==> src/rtl/fft_pkg.sv <==
// Shared definitions for the FFT butterfly datapath: default sample format,
// a packed complex sample type and the signed saturation helper.
package fft_pkg;

   localparam int DEF_WIDTH = 16;
   localparam int DEF_FRAC  = 8;

   typedef struct packed {
      logic signed [DEF_WIDTH-1:0] re;
      logic signed [DEF_WIDTH-1:0] im;
   } cplx_t;

   // Clamp a sign-extended value into the range of a w-bit two's complement number.
   function automatic logic signed [31:0] sat_to_width(input logic signed [31:0] v,
                                                       input int               w);
      logic signed [31:0] hi;
      logic signed [31:0] lo;
      hi = (32'sd1 <<< (w - 1)) - 32'sd1;
      lo = -(32'sd1 <<< (w - 1));
      if (v > hi) begin
         return hi;
      end else if (v < lo) begin
         return lo;
      end else begin
         return v;
      end
   endfunction

endpackage

==> src/rtl/fft_butterfly_stage_if.sv <==
// Butterfly stage bus: input pair handshake, twiddle addressing back to the
// complex multiplier, and the output result handshake with frame/overflow flags.
interface fft_butterfly_stage_if #(
   parameter int N     = 8,
   parameter int WIDTH = 16
);
   localparam int LOGN = $clog2(N);
   localparam int TW_W = LOGN - 1;
   localparam int SW   = $clog2(LOGN);

   logic                    in_valid;
   logic                    in_ready;
   logic signed [WIDTH-1:0] a_re;
   logic signed [WIDTH-1:0] a_im;
   logic signed [WIDTH-1:0] wb_re;
   logic signed [WIDTH-1:0] wb_im;
   logic [TW_W-1:0]         tw_idx;
   logic [SW-1:0]           stage_idx;
   logic                    out_valid;
   logic                    out_ready;
   logic signed [WIDTH-1:0] x_re;
   logic signed [WIDTH-1:0] x_im;
   logic signed [WIDTH-1:0] y_re;
   logic signed [WIDTH-1:0] y_im;
   logic                    out_last;
   logic                    ovf;

   modport master (
      output in_valid, a_re, a_im, wb_re, wb_im, out_ready,
      input  in_ready, tw_idx, stage_idx, out_valid,
             x_re, x_im, y_re, y_im, out_last, ovf
   );

   modport slave (
      input  in_valid, a_re, a_im, wb_re, wb_im, out_ready,
      output in_ready, tw_idx, stage_idx, out_valid,
             x_re, x_im, y_re, y_im, out_last, ovf
   );

endinterface

==> src/rtl/fft_bfly_sat.sv <==
// Scales (optionally) and saturates one WIDTH+1 bit butterfly sum to WIDTH bits.
// Build option: define FFT_BFLY_SCALE_EN to halve every sum (floor) before the
// range check, which makes saturation impossible.
module fft_bfly_sat
   import fft_pkg::*;
#(
   parameter int WIDTH = DEF_WIDTH
) (
   input  logic signed [WIDTH:0]   sum,
   output logic signed [WIDTH-1:0] res,
   output logic                    sat
);

   logic signed [WIDTH:0] scaled_s;
   logic signed [31:0]    ext_s;
   logic signed [31:0]    clip_s;

   // Optional halving, sign extension and clamp of the sum.
   always_comb begin
`ifdef FFT_BFLY_SCALE_EN
      scaled_s = sum >>> 1;
`else
      scaled_s = sum;
`endif
      ext_s  = 32'(scaled_s);
      clip_s = sat_to_width(ext_s, WIDTH);
      sat    = (clip_s != ext_s);
      res    = WIDTH'(clip_s);
   end

endmodule

==> src/rtl/fft_butterfly_stage.sv <==
// Radix-2 butterfly stage: X = A + WB, Y = A - WB, two-stage pipeline with a
// single global advance, frame/stage counters driving the twiddle index, a
// last-of-frame tag and a sticky overflow flag cleared by each new frame.
// Build option: FFT_BFLY_SCALE_EN (see fft_bfly_sat) halves results instead of saturating.
module fft_butterfly_stage
   import fft_pkg::*;
#(
   parameter int N     = 8,
   parameter int WIDTH = DEF_WIDTH,
   parameter int FRAC  = DEF_FRAC
) (
   input logic                  clk,
   input logic                  rst,
   fft_butterfly_stage_if.slave bus
);

   localparam int LOGN = $clog2(N);
   localparam int BW   = LOGN - 1;
   localparam int SW   = $clog2(LOGN);
   localparam logic [BW-1:0] BFLY_LAST  = BW'(N / 2 - 1);
   localparam logic [SW-1:0] STAGE_LAST = SW'(LOGN - 1);

   generate
      if ((N < 4) || (N > 1024) || ((N & (N - 1)) != 0) || (FRAC < 0) || (FRAC >= WIDTH)) begin : g_bad_param
         $error("fft_butterfly_stage: illegal N, WIDTH or FRAC");
      end
   endgenerate

   logic                    en_s;
   logic                    in_ready_s;
   logic                    acc_s;
   logic [BW-1:0]           tw_s;
   logic [BW-1:0]           bfly_cnt_r;
   logic [SW-1:0]           stage_idx_r;

   logic signed [WIDTH:0]   sum_x_re_s, sum_x_im_s, sum_y_re_s, sum_y_im_s;
   logic signed [WIDTH:0]   s1_x_re_r, s1_x_im_r, s1_y_re_r, s1_y_im_r;
   logic                    s1_valid_r;
   logic                    s1_last_r;
   logic                    s1_first_r;

   logic signed [WIDTH-1:0] sat_x_re_s, sat_x_im_s, sat_y_re_s, sat_y_im_s;
   logic                    hit_x_re_s, hit_x_im_s, hit_y_re_s, hit_y_im_s;
   logic                    any_sat_s;

   logic signed [WIDTH-1:0] x_re_r, x_im_r, y_re_r, y_im_r;
   logic                    out_valid_r;
   logic                    out_last_r;
   logic                    ovf_r;

   // Global pipeline advance and input handshake; nothing is accepted while in reset.
   always_comb begin
      en_s       = !out_valid_r || bus.out_ready;
      in_ready_s = en_s && !rst;
      acc_s      = bus.in_valid && in_ready_s;
   end

   // Twiddle index: butterfly position within its group, scaled to the N-point table.
   always_comb begin
      logic [31:0] mask_v;
      logic [31:0] shamt_v;
      mask_v  = (32'd1 << stage_idx_r) - 32'd1;
      shamt_v = 32'(LOGN - 1) - 32'(stage_idx_r);
      tw_s    = BW'((32'(bfly_cnt_r) & mask_v) << shamt_v);
   end

   // Full-precision sums, one guard bit so nothing is lost before scaling/saturation.
   always_comb begin
      sum_x_re_s = {bus.a_re[WIDTH-1], bus.a_re} + {bus.wb_re[WIDTH-1], bus.wb_re};
      sum_x_im_s = {bus.a_im[WIDTH-1], bus.a_im} + {bus.wb_im[WIDTH-1], bus.wb_im};
      sum_y_re_s = {bus.a_re[WIDTH-1], bus.a_re} - {bus.wb_re[WIDTH-1], bus.wb_re};
      sum_y_im_s = {bus.a_im[WIDTH-1], bus.a_im} - {bus.wb_im[WIDTH-1], bus.wb_im};
   end

   // Butterfly and stage counters step once per accepted pair and wrap at frame end.
   always_ff @(posedge clk) begin
      if (rst) begin
         bfly_cnt_r  <= '0;
         stage_idx_r <= '0;
      end else if (acc_s) begin
         if (bfly_cnt_r == BFLY_LAST) begin
            bfly_cnt_r  <= '0;
            stage_idx_r <= (stage_idx_r == STAGE_LAST) ? '0 : stage_idx_r + SW'(1);
         end else begin
            bfly_cnt_r <= bfly_cnt_r + BW'(1);
         end
      end
   end

   // Stage 1: capture the raw sums plus frame-position tags of the accepted pair.
   always_ff @(posedge clk) begin
      if (rst) begin
         s1_valid_r <= 1'b0;
         s1_last_r  <= 1'b0;
         s1_first_r <= 1'b0;
         s1_x_re_r  <= '0;
         s1_x_im_r  <= '0;
         s1_y_re_r  <= '0;
         s1_y_im_r  <= '0;
      end else if (en_s) begin
         s1_valid_r <= acc_s;
         if (acc_s) begin
            s1_x_re_r  <= sum_x_re_s;
            s1_x_im_r  <= sum_x_im_s;
            s1_y_re_r  <= sum_y_re_s;
            s1_y_im_r  <= sum_y_im_s;
            s1_last_r  <= (bfly_cnt_r == BFLY_LAST) && (stage_idx_r == STAGE_LAST);
            s1_first_r <= (bfly_cnt_r == '0) && (stage_idx_r == '0);
         end
      end
   end

   fft_bfly_sat #(.WIDTH(WIDTH)) u_sat_x_re (.sum(s1_x_re_r), .res(sat_x_re_s), .sat(hit_x_re_s));
   fft_bfly_sat #(.WIDTH(WIDTH)) u_sat_x_im (.sum(s1_x_im_r), .res(sat_x_im_s), .sat(hit_x_im_s));
   fft_bfly_sat #(.WIDTH(WIDTH)) u_sat_y_re (.sum(s1_y_re_r), .res(sat_y_re_s), .sat(hit_y_re_s));
   fft_bfly_sat #(.WIDTH(WIDTH)) u_sat_y_im (.sum(s1_y_im_r), .res(sat_y_im_s), .sat(hit_y_im_s));

   // Any component of the butterfly in stage 1 clipping.
   always_comb begin
      any_sat_s = hit_x_re_s | hit_x_im_s | hit_y_re_s | hit_y_im_s;
   end

   // Stage 2: registered results; the overflow flag restarts with a frame's first result.
   always_ff @(posedge clk) begin
      if (rst) begin
         out_valid_r <= 1'b0;
         out_last_r  <= 1'b0;
         ovf_r       <= 1'b0;
         x_re_r      <= '0;
         x_im_r      <= '0;
         y_re_r      <= '0;
         y_im_r      <= '0;
      end else if (en_s) begin
         out_valid_r <= s1_valid_r;
         out_last_r  <= s1_valid_r && s1_last_r;
         if (s1_valid_r) begin
            x_re_r <= sat_x_re_s;
            x_im_r <= sat_x_im_s;
            y_re_r <= sat_y_re_s;
            y_im_r <= sat_y_im_s;
            ovf_r  <= (s1_first_r ? 1'b0 : ovf_r) | any_sat_s;
         end
      end
   end

   assign bus.in_ready  = in_ready_s;
   assign bus.tw_idx    = tw_s;
   assign bus.stage_idx = stage_idx_r;
   assign bus.out_valid = out_valid_r;
   assign bus.out_last  = out_last_r;
   assign bus.ovf       = ovf_r;
   assign bus.x_re      = x_re_r;
   assign bus.x_im      = x_im_r;
   assign bus.y_re      = y_re_r;
   assign bus.y_im      = y_im_r;

endmodule

==> src/flat_wrapper.sv <==
// flat-port wrapper written by rule: the top's interface ports become plain ports
module fft_butterfly_stage_flat import fft_pkg::*;
#(
   parameter int N     = 8,
   parameter int WIDTH = DEF_WIDTH,
   parameter int FRAC  = DEF_FRAC
)
  (clk, rst, bus_in_valid, bus_a_re, bus_a_im, bus_wb_re, bus_wb_im, bus_out_ready, bus_in_ready, bus_tw_idx, bus_stage_idx, bus_out_valid, bus_x_re, bus_x_im, bus_y_re, bus_y_im, bus_out_last, bus_ovf);
  fft_butterfly_stage_if #(.N(N), .WIDTH(WIDTH)) bus_i ();
  input logic clk;
  input logic rst;
  input wire logic [$bits(bus_i.in_valid)-1:0] bus_in_valid;
  input wire logic [$bits(bus_i.a_re)-1:0] bus_a_re;
  input wire logic [$bits(bus_i.a_im)-1:0] bus_a_im;
  input wire logic [$bits(bus_i.wb_re)-1:0] bus_wb_re;
  input wire logic [$bits(bus_i.wb_im)-1:0] bus_wb_im;
  input wire logic [$bits(bus_i.out_ready)-1:0] bus_out_ready;
  output wire logic [$bits(bus_i.in_ready)-1:0] bus_in_ready;
  output wire logic [$bits(bus_i.tw_idx)-1:0] bus_tw_idx;
  output wire logic [$bits(bus_i.stage_idx)-1:0] bus_stage_idx;
  output wire logic [$bits(bus_i.out_valid)-1:0] bus_out_valid;
  output wire logic [$bits(bus_i.x_re)-1:0] bus_x_re;
  output wire logic [$bits(bus_i.x_im)-1:0] bus_x_im;
  output wire logic [$bits(bus_i.y_re)-1:0] bus_y_re;
  output wire logic [$bits(bus_i.y_im)-1:0] bus_y_im;
  output wire logic [$bits(bus_i.out_last)-1:0] bus_out_last;
  output wire logic [$bits(bus_i.ovf)-1:0] bus_ovf;
  assign bus_i.in_valid = bus_in_valid;
  assign bus_i.a_re = bus_a_re;
  assign bus_i.a_im = bus_a_im;
  assign bus_i.wb_re = bus_wb_re;
  assign bus_i.wb_im = bus_wb_im;
  assign bus_i.out_ready = bus_out_ready;
  assign bus_in_ready = bus_i.in_ready;
  assign bus_tw_idx = bus_i.tw_idx;
  assign bus_stage_idx = bus_i.stage_idx;
  assign bus_out_valid = bus_i.out_valid;
  assign bus_x_re = bus_i.x_re;
  assign bus_x_im = bus_i.x_im;
  assign bus_y_re = bus_i.y_re;
  assign bus_y_im = bus_i.y_im;
  assign bus_out_last = bus_i.out_last;
  assign bus_ovf = bus_i.ovf;
  fft_butterfly_stage #(.N(N), .WIDTH(WIDTH), .FRAC(FRAC)) u_core (.clk(clk), .rst(rst), .bus(bus_i));
endmodule
==> config.mk <==
export PLATFORM = sky130hd
export DESIGN_NAME = fft_butterfly_stage_flat
export DESIGN_NICKNAME = d
export VERILOG_FILES = /design/src/rtl/fft_pkg.sv /design/src/rtl/fft_butterfly_stage_if.sv /design/src/rtl/fft_bfly_sat.sv /design/src/rtl/fft_butterfly_stage.sv /design/src/flat_wrapper.sv
export SDC_FILE = /design/constraint.sdc
export NUM_CORES = 1
export LEC_CHECK = 0
export BUFFER_PORTS_ARGS = -buffer_cell sky130_fd_sc_hd__buf_2
export CAP_MARGIN = 20
export CORE_ASPECT_RATIO = 1.75
export CORE_UTILIZATION = 50
export DETAILED_ROUTE_END_ITERATION = 8
export GPL_TIMING_DRIVEN = 0
export PLACE_DENSITY = 0.72
export SYNTH_ARGS = -nofsm -noshare
export SYNTH_HDL_FRONTEND = slang
export SYNTH_SLANG_ARGS = --single-unit
==> constraint.sdc <==
create_clock -name clk -period 3.71 [get_ports clk]
set_clock_uncertainty 0.2 [all_clocks]
set_input_delay 0.5565 -clock clk [delete_from_list [all_inputs] [get_ports clk]]
set_output_delay 0.5565 -clock clk [all_outputs]
set_load 0.02 [all_outputs]
==> impl.org <==
** Setup path
- Worst r2r dst :: u_core.s1_y_im_r[3]$_SDFFE_PP0P_
- CP Depth :: 10
- Data arrival, critical path :: between 2000 and 3000 ps
- Combined buffer and inverter count along the critical path :: 2
- Peak per-stage delay on the critical path :: 540 ps
- Critical Path Start Type :: input pin
- CP Data Required Time :: 3800 ps
- The worst register-to-register path begins at u_core.bus.out_valid$_SDFFE_PP0N_.
- The most critical setup path has its startpoint at bus_wb_re[1].
- Cell breakdown of the critical path :: buf_2 > inv_1 > ha_1 > nor2b_1 > o211ai_1 > a311oi_1 > a211oi_1 > o21ai_0 > xor2_1 > o21ai_0
- Crit-path slowest cell :: a311oi_1
- Critical path fanouts, max :: 3
- Minimum setup slack among reg-to-reg paths :: about 970 ps
- Cell mode on critical path :: o21ai_0
- By startpoint and endpoint, the worst setup path is classified as input pin to register.
- STA classifies the critical path endpoint as a register.
- Counting cells, the worst reg-to-reg path comes to 7.
- Critical path's top delay family :: compound AO/OA/AOI/OAI gates
- Critical path endpoint :: u_core.s1_x_re_r[15]$_SDFFE_PP0P_

** Placement
- The congestion estimate from routability-driven global placement came to about 0.94.
- Worst slack after detailed placement :: 480 ps
- Half-perimeter wire length after detailed placement :: ~20 mm
- Count of input and output buffers :: 138
- Post-place instance area :: 0.00921 mm^2

** STA
- Count of final hold-check violations :: 0
- For the final routed database, the setup TNS stands at 0 ps.
- Timing would allow up to between 300 and 400 MHz.
- Setup violations remaining at the end of the flow were counted as 0.
- The count of final max-slew check failures was 0.
- Min cycle time layout :: around 2800 ps
- Setup repair after global routing left no endpoint under its margin.
- Headroom to the max-slew limit came out at 44.2%.
- Tcrit/Tclk final :: between 70% and 80%
- Transition at the pin with the smallest max-transition slack :: ~840 ps
- Setup WS post-layout :: 884 ps

** Synthesis
- In the synthesized netlist, the cells that appear most often are a21oi_1, dfxtp_1, o21ai_0, nor2_1.
- Sequential elements use about 34% of the synthesized area.
- Post-synthesis cell type count :: 60
- After synthesis, the largest area contributor takes up 33.8% of total cell area.
- Syn_nets :: between 1k and 1.5k
- Count of flip-flops with a built-in enable after synthesis :: 0
- Synthesized netlist cell count :: between 1k and 1.5k
- Most numerous cell in the Yosys netlist :: a21oi_1
- In the synthesized netlist the dominant register cell turns out to be dfxtp_1.
- After synthesis, the mean cell area works out to 7.67 um^2.
- Warning count from the yosys run :: 0
- Cell area after technology mapping :: 0.00828 mm^2
- After synthesis the netlist holds a flip-flop and latch count of 140.
- Library cell occupying the most area in the post-synthesis netlist :: dfxtp_1
- Largest cells by area after synthesis :: dfxtp_1, ha_1, a21oi_1, o21ai_0, nor2_1
- After synthesis, the share of flip-flops with an asynchronous set or reset is 0%.

** Run status
- The flow ran to the end, and the final reports show no timing, DRC or antenna violations.

** Layout
- Post-route cell area :: 0.00981 mm^2
- Layout-stage area growth over the synthesis result :: 18.5%
- The final layout contains about 1.4k nets.
- Antenna Diode Count :: 0
- The sequential cells in the finished layout cover a total of roughly 0.0028 mm^2.
- Final core utilization :: 61.2%
- Cells with a size suffix above 1 make up approximately 15% of the layout.
- The layout has about 1.5k filler cells.
- The multi-input combinational cells in the finished layout cover a total of 0.00494 mm^2.

** Routing
- The final layout contains routed wiring with a total length of about 26 mm.
- Number of nets still failing antenna checks after routing :: 0
- Detailed Routing Iterations Pass 1 :: 7
- The first routing iteration left between 400 and 500 violations.
- DRC violation count after routing :: 0
- Via count :: about 8.3k
- After detailed routing, the number of vias per cell comes to 5.79.
- In the final routed layout, each cell accounts on average for 17.8 um.

** Run
- Number of max-cap violations :: 0

** Pwr
- Leakage Power :: around 4.4 nW
- Power density cells :: around 470 mW/mm^2
- Total power of the final layout :: between 4 and 5 mW
- The worst-case IR drop observed on VDD is 292 uV.

** Clock tree
- TritonCTS built the clock tree.
- Number of gates resized after CTS :: 0
- The clock drives between 100 and 150 sinks.
- Clock tree synthesis inserted a total of 17 buffers.
- Post-cts hold buffer count :: 0
- CTS root buf :: clkbuf_16
- The clock tree synthesis step divided the H-tree into 4 levels.
- The clock reaches the later pin of the worst-skew pair after 430 ps.
- Post-CTS Setup Repair Bufs :: 0
- The clock passes through at most 2 buffers.
- Clock transition at the registers of the reported paths :: 70 ps

** Hold path
- Hold WC Path Type :: input pin to register

** Global route
- First-pass GRT wire length :: 40.4 mm
- Antenna violations before repair :: 0
- Global routing finished with a remaining overflow of 0.
- The number of global-route vias before repair is 8,103.
- For this run, the total global-route usage over all layers was measured as 30.6%.
- Entering global routing, the biggest net connects 17 pins.

** Floorplanning
- During I/O placement, the number of pins put on the boundary was 140.
- Starting utilization of the core area :: 51.7%
- DIE AREA :: between 0.015 and 0.02 mm^2
- Die Height :: ~170 um
- The initialized floorplan defines 61 standard-cell rows.
- Horizontal extent of the die :: between 90 and 100 um
- The floorplan step defined a core boundary enclosing around 0.016 mm^2.
layout make-up:
cell class,instances,area share [%]
multi-input cells,800,50.3
flip-flops and latches,140,28.6
repair buffers,138,7.04
clock buffers,17,4.34
plain buffers,70,2.83
inverters,70,2.68
well taps,189,2.41
clock inverters,15,1.80
logic make-up (layout without fill, tap and decap cells):
kind of cell,after synthesis,in the layout,share of synthesized area (%)
AO/OA/AOI/OAI,378,378,26.2
AND/OR/NAND/NOR,301,301,16.9
flip-flops,140,140,33.8
buffers and inverters,140,310,6.53
adder cells (fa/ha/maj),74,74,11.5
XOR/XNOR,45,45,4.76
multiplexers,2,2,0.242
sequential cells by signal, summed over array words and instances (netlist names), 2 cells and up:
name and flops:
u_core.s1_x_re_r 17, u_core.s1_y_im_r 17, u_core.bus.x_im 16, u_core.bus.x_re 16, u_core.bus.y_im 16, u_core.bus.y_re 16
u_core.s1_x_im_r 16, u_core.s1_y_re_r 16, u_core.bfly_cnt_r 2, u_core.bus.stage_idx 2
per-stage QoR:
step / instances / hold WS [ps]
after floorplan: 1080 / 225
after global placement: 1407 / 238
after detailed placement: 1407 / 251
after CTS: 1439 / 204
after global routing: 1439 / 226
final: 1439 / 212
where the power goes:
| group | switching (mW) | leakage (nW) | internal (mW) |
|---|---|---|---|
| combinational | 0.712 | 2.92 | 0.401 |
| clock | 0.746 | 0.295 | 1.02 |
| sequential | 0.0989 | 1.15 | 1.65 |
worst min-delay path by stage:
stage,cells past startpoint,start,to,slack [ps]
after floorplan,2,u_core.s1_x_im_r[14]$_SDFFE_PP0P_,u_core.s1_x_im_r[14]$_SDFFE_PP0P_,230
after global placement,2,u_core.s1_x_re_r[14]$_SDFFE_PP0P_,u_core.s1_x_re_r[14]$_SDFFE_PP0P_,240
after detailed placement,2,u_core.s1_last_r$_SDFFE_PP0P_,u_core.s1_last_r$_SDFFE_PP0P_,250
after CTS,3,bus_in_valid,u_core.s1_valid_r$_SDFFE_PP0N_,200
after global routing,3,bus_in_valid,u_core.s1_valid_r$_SDFFE_PP0N_,230
final,3,bus_in_valid,u_core.s1_valid_r$_SDFFE_PP0N_,210
per-layer routing:
layer	up-vias	GRT usage, %	routed length [um]
li1	4089	-	-
met1	3835	31.4	9390
met2	297	55.1	13000
met3	108	5.17	1280
met4	0	23.5	1980
met5	-	0	0
cells in the final DEF, fill, tap and decap left out, types with 6 or more instances in the layout:
master,count
o31ai_1,10
inv_1,70
a211oi_1,14
nor2b_1,9
buf_2,141
xor2_1,9
nor4_1,8
buf_1,8
dfxtp_1,140
nand2b_1,24
a21oi_1,158
clkbuf_1,57
nor2_1,101
nand2_1,58
and3_1,7
nor3_1,14
clkbuf_16,17
o21bai_1,7
o21ai_0,133
or3_1,8
o21a_1,7
nand3_1,61
inv_6,6
xnor2_1,36
ha_1,70
worst min-delay path, cell delays in order:
cell     delay, ps
buf_2          120
nand2_1         50
a21oi_1         50
Note: power is estimated with default switching activity, not from simulation.
